<file path="src/rtl/hazard_detection.sv">
// Stall/flush/freeze control for the 5-stage WISC pipeline, with a memory-wait timeout FSM.
// Optional performance counters are enabled by defining HAZARD_PERF_CNT_EN.
module hazard_detection #(
  parameter int REG_W       = 4,
  parameter int MEM_TIMEOUT = 255
) (
  input  logic             clk,
  input  logic             rst,
  input  logic [REG_W-1:0] IF_ID_RegRs,
  input  logic [REG_W-1:0] IF_ID_RegRt,
  input  logic             IF_ID_UsesRs,
  input  logic             IF_ID_UsesRt,
  input  logic             IF_ID_IsStore,
  input  logic             IF_ID_IsBranchReg,
  input  logic             Branch_Taken,
  input  logic             ID_EX_MemRead,
  input  logic             ID_EX_RegWrite,
  input  logic [REG_W-1:0] ID_EX_RegRd,
  input  logic             EX_MEM_MemRead,
  input  logic             EX_MEM_MemOp,
  input  logic [REG_W-1:0] EX_MEM_RegRd,
  input  logic             Mem_Ready,
  output logic             PC_Write,
  output logic             IF_ID_Write,
  output logic             ID_EX_Bubble,
  output logic             IF_ID_Flush,
  output logic             Pipe_Freeze,
  output logic             Mem_Err,
  output logic [15:0]      Stall_Cnt,
  output logic [15:0]      Flush_Cnt
);

  typedef enum logic [1:0] {RUN, MEM_WAIT, ERROR} state_t;

  localparam logic [7:0] TIMEOUT = 8'(MEM_TIMEOUT);

  state_t     r_state;
  logic [7:0] r_wait_cnt;
  logic [7:0] w_wait_nxt;
  logic       w_load_use;
  logic       w_br_haz;
  logic       w_mem_busy;
  logic       w_hazard;

  // Store Rt is excluded: its value is consumed in MEM and reached by MEM-to-MEM forwarding.
  assign w_load_use = ID_EX_MemRead && (ID_EX_RegRd != '0) &&
                      ((IF_ID_UsesRs && (ID_EX_RegRd == IF_ID_RegRs)) ||
                       (IF_ID_UsesRt && !IF_ID_IsStore && (ID_EX_RegRd == IF_ID_RegRt)));

  assign w_br_haz = IF_ID_IsBranchReg &&
                    ((ID_EX_RegWrite && (ID_EX_RegRd != '0) && (ID_EX_RegRd == IF_ID_RegRs)) ||
                     (EX_MEM_MemRead && (EX_MEM_RegRd != '0) && (EX_MEM_RegRd == IF_ID_RegRs)));

  assign w_mem_busy = EX_MEM_MemOp && !Mem_Ready;
  assign w_hazard   = w_load_use || w_br_haz;
  assign w_wait_nxt = r_wait_cnt + 8'd1;

  always_ff @(posedge clk or posedge rst) begin
    if (rst) begin
      r_state    <= RUN;
      r_wait_cnt <= 8'd0;
    end else if (r_state != ERROR) begin
      if (w_mem_busy) begin
        r_wait_cnt <= w_wait_nxt;
        r_state    <= (w_wait_nxt == TIMEOUT) ? ERROR : MEM_WAIT;
      end else begin
        r_wait_cnt <= 8'd0;
        r_state    <= RUN;
      end
    end
  end

  assign Mem_Err = (r_state == ERROR);

  always_comb begin
    PC_Write     = 1'b1;
    IF_ID_Write  = 1'b1;
    ID_EX_Bubble = 1'b0;
    IF_ID_Flush  = 1'b0;
    Pipe_Freeze  = 1'b0;
    if (rst) begin
      PC_Write     = 1'b0;
      IF_ID_Write  = 1'b0;
      ID_EX_Bubble = 1'b1;
    end else if (r_state == ERROR || w_mem_busy) begin
      PC_Write    = 1'b0;
      IF_ID_Write = 1'b0;
      Pipe_Freeze = 1'b1;
    end else if (w_hazard) begin
      // A stalled branch re-resolves next cycle, so Branch_Taken is ignored here.
      PC_Write     = 1'b0;
      IF_ID_Write  = 1'b0;
      ID_EX_Bubble = 1'b1;
    end else if (Branch_Taken) begin
      IF_ID_Flush = 1'b1;
    end
  end

`ifdef HAZARD_PERF_CNT_EN
  logic [15:0] r_stall_cnt;
  logic [15:0] r_flush_cnt;
  logic        w_stall_evt;
  logic        w_flush_evt;

  // Freeze and error cycles are excluded from both counts.
  assign w_stall_evt = (r_state != ERROR) && !w_mem_busy && w_hazard;
  assign w_flush_evt = IF_ID_Flush;

  always_ff @(posedge clk or posedge rst) begin
    if (rst) begin
      r_stall_cnt <= 16'd0;
      r_flush_cnt <= 16'd0;
    end else begin
      if (w_stall_evt && (r_stall_cnt != 16'hFFFF)) r_stall_cnt <= r_stall_cnt + 16'd1;
      if (w_flush_evt && (r_flush_cnt != 16'hFFFF)) r_flush_cnt <= r_flush_cnt + 16'd1;
    end
  end

  assign Stall_Cnt = r_stall_cnt;
  assign Flush_Cnt = r_flush_cnt;
`else
  assign Stall_Cnt = 16'd0;
  assign Flush_Cnt = 16'd0;
`endif

endmodule

</file>
<file path="config.mk">
export PLATFORM = sky130hd
export DESIGN_NAME = hazard_detection
export DESIGN_NICKNAME = d
export VERILOG_FILES = /design/src/rtl/hazard_detection.sv
export SDC_FILE = /design/constraint.sdc
export NUM_CORES = 1
export LEC_CHECK = 0
export BUFFER_PORTS_ARGS = -buffer_cell sky130_fd_sc_hd__buf_2
export CORE_ASPECT_RATIO = 1.1
export CORE_MARGIN = 4
export CORE_UTILIZATION = 25
export CTS_CLUSTER_SIZE = 28
export DETAILED_ROUTE_END_ITERATION = 12
export HOLD_SLACK_MARGIN = 0.05
export PLACE_DENSITY = 0.54
export SYNTH_ARGS = -nofsm -noshare
export SYNTH_HDL_FRONTEND = slang
export SYNTH_SLANG_ARGS = --single-unit
</file>
<file path="constraint.sdc">
create_clock -name clk -period 2.8 [get_ports clk]
set_input_delay 0.84 -clock clk [delete_from_list [all_inputs] [get_ports clk]]
set_output_delay 0.84 -clock clk [all_outputs]
set_load 0.03 [all_outputs]
</file>
==> results.yml <==
finish:
  final_common_cell: "conb_1"
  fin_cells: 217
  fin_nets: 197
  final_cell_area_um2: 1284
  syn2layout_area_growth_pct: 22.14
  layout_common_cells: "conb_1, buf_2, nand2_1"
  fillers: 453
  insertedDiodeCount: 0
  drive_gt1_share_pct: 33.94
logic_synthesis:
  ys_seq_area_share_pct: 23.81
  synth_cells: 129
  synth_cell_type_count: 35
  synthDominantCellAreaShare_pct: 23.81
  ys_seq_elements: 10
  syn_area_um2: 1051
  ys_top_cells_by_area: "dfrtp_1, buf_4, xor2_1, nand2_1, o21ai_0"
  syn_area_per_cell_um2: 8.147
  yosysTopAreaCell: "dfrtp_1"
  ys.flop_type: "dfrtp_1"
  synth-edff-count: 0
  async_flop_share_pct: 100.0
  yosysWarningCount: 0
timing:
  hold_viol_final: 0
  fin_ws_ps: 68.72
  maxSlewViolCount: 0
  min_period_over_period_pct: 97.55
  hold-worst-slack_ps: 520.5
  min_period_ps: 2731
  max_freq_mhz: 366.1
  fin_skew_ps: 1.654
  finalSetupViolCount: 0
worst_setup_path:
  cp.required_ps: 1960
  slowest_delay_ps: 260
  reg2reg_slack_ps: 1470
  cp-end-kind: "output port"
  worst-setup-path-type: "primary input to output port"
  rr_worst_depth: 5
  cp.arrival_ps: 1890
  worstSetupStartpoint: "ID_EX_RegRd[0]"
  r2r_end: "r_wait_cnt[6]"
  start_kind: "primary input"
  cp_cell_sequence: "buf_2 > nor3_4 > nor3_1 > o2111ai_2 > and4_4 > buf_6"
  worstPathMaxFanout: 3
  slowest_stage: "and4_4"
  reg2reg_from: "r_wait_cnt[0]"
die:
  pin_count: 66
  floorplan.core_area_um2: 4024
  die_h_um: 76.01
  start_util_pct: 26.12
  rows: 24
  chipWidth_um: 69.82
  die_area_um2: 5307
clock_tree:
  cts_sinks: 10
  clk_pin_slew_ps: 50
  hold_buffers: 0
  cts_made_buffers: 3
  cts_tree: "yes"
  cts_buffer_depth: 2
  clockRootBuffer: "clkbuf_8"
  htreeDepth: 1
  clk_latency_ps: 230
global_route:
  overflow: 0
  grt_start_max_net_pins: 11
  grt_pass1_wl_um: 3539
  grt_use_total_pct: 7.855
  antenna_found_initial: 0
  grt_pass1_vias: 812
placed_design:
  port_buffers: 33
  preCtsSetupSlack_ps: -66.99
  post-dp-hpwl_um: 1768
  gp_congestion: 0.7804
  dp.cells: 214
  place_area_um2: 1174
drt:
  wl_per_cell_um: 9.945
  drt_pass1_iterations: 3
  drt-total-wl_um: 2158
  postRouteAntennaNets: 0
  drc: 0
  vias_per_cell: 4.005
  drt_iter0_markers: 16
  drt-met1-wl_um: 832
  top_layer: "met3"
  dr_wl_met3_um: 196
  dr_wl_met2_um: 1129
  vias: 869
status:
  status: "finished, final reports clean"
worst_hold_path:
  min_to: "r_wait_cnt[5]"
  worstHoldPathType: "flip-flop to flip-flop"
  whs_path_depth: 1
  hold_start: "r_wait_cnt[5]"
power:
  p_leak_uw: 0.0006253
  powerDensity_nw_per_um2: 326.5
  ir_drop_uv: 163.2
  power_uw: 419.2
flow_run:
  maxCapViolCount: 0
## synthesized netlist by cell type (all sizes together), types with 3 or more instances
library cell   n
a31oi          3
buf           35
dfrtp         10
inv            3
nand2         16
nand2b         3
nand3          3
nor2           6
nor3           5
o21ai         10
o31ai          3
xnor2          3
xor2           7
## area by class of cell
class,count,area (um^2),area share [%]
multi-input combinational,111,683.2,53.22
sequential,10,250.2,19.49
timing repair buffer,37,229.0,17.84
tap,52,65.06,5.068
clock buffer,3,41.29,3.216
inverter,4,15.01,1.170
## state kept, by name (all words and copies together) (netlist names)
register	count
r_wait_cnt	8
r_state	2
## logic make-up (layout without fill, tap and decap cells)
| family | Yosys count | in the layout | synth area share (%) |
|---|---|---|---|
| AOI/OAI and AO/OA | 22 | 22 | 14.64 |
| other | 1 | 32 | 0.3568 |
| muxes | 2 | 2 | 1.905 |
| adders and majority gates | 2 | 2 | 2.381 |
| and+or+nand+nor | 43 | 43 | 22.62 |
| xor gates and xnor gates | 10 | 10 | 8.334 |
| buffers and inverters | 39 | 44 | 25.95 |
| DFF | 10 | 10 | 23.81 |
## worst max-delay path: cells and delay by family
family	cells	cell delay (ps)
and+or+nand+nor	3	550
AOI/OAI and AO/OA	1	230
buffers and inverters	2	270
## worst max-delay path by stage
| stage | end | slack, ps | cells past startpoint |
|---|---|---|---|
| finish | PC_Write | 70 | 6 |
| global route | PC_Write | -20 | 6 |
| CTS | ID_EX_Bubble | 10 | 6 |
| detailed placement | IF_ID_Write | -70 | 6 |
| global placement | PC_Write | -90 | 6 |
| floorplan | ID_EX_Bubble | 30 | 4 |
## per-layer routing
layer	GRT usage, %	up-vias
li1	-	445
met1	8.857	392
met2	13.61	32
met3	3.430	0
met4	1.724	0
met5	0	-
## report_power, final
group	leakage (uW)	internal (uW)	switching [uW]
clock network	0.0000216	93.8	52.7
logic	0.000490	35.2	92.4
registers	0.000114	145	0
total	0.000625	274	145
## metrics by stage
| stage | setup TNS (ps) | utilization [%] |
|---|---|---|
| detailed placement | -159.1 | 29.17 |
| CTS | 0 | 30.47 |
| finish | 0 | 31.90 |
| floorplan | 0 | - |
| global route | -28.33 | 31.90 |
| global placement | -233.3 | 29.17 |
## timing repair
item                                    4_1_cts  5_1_grt
setup buffers                                 0        0
endpoints found under the setup margin        3        4
pin swaps                                     2        7
gates resized for setup                       5       16
Note: power is estimated with default switching activity, not from simulation.
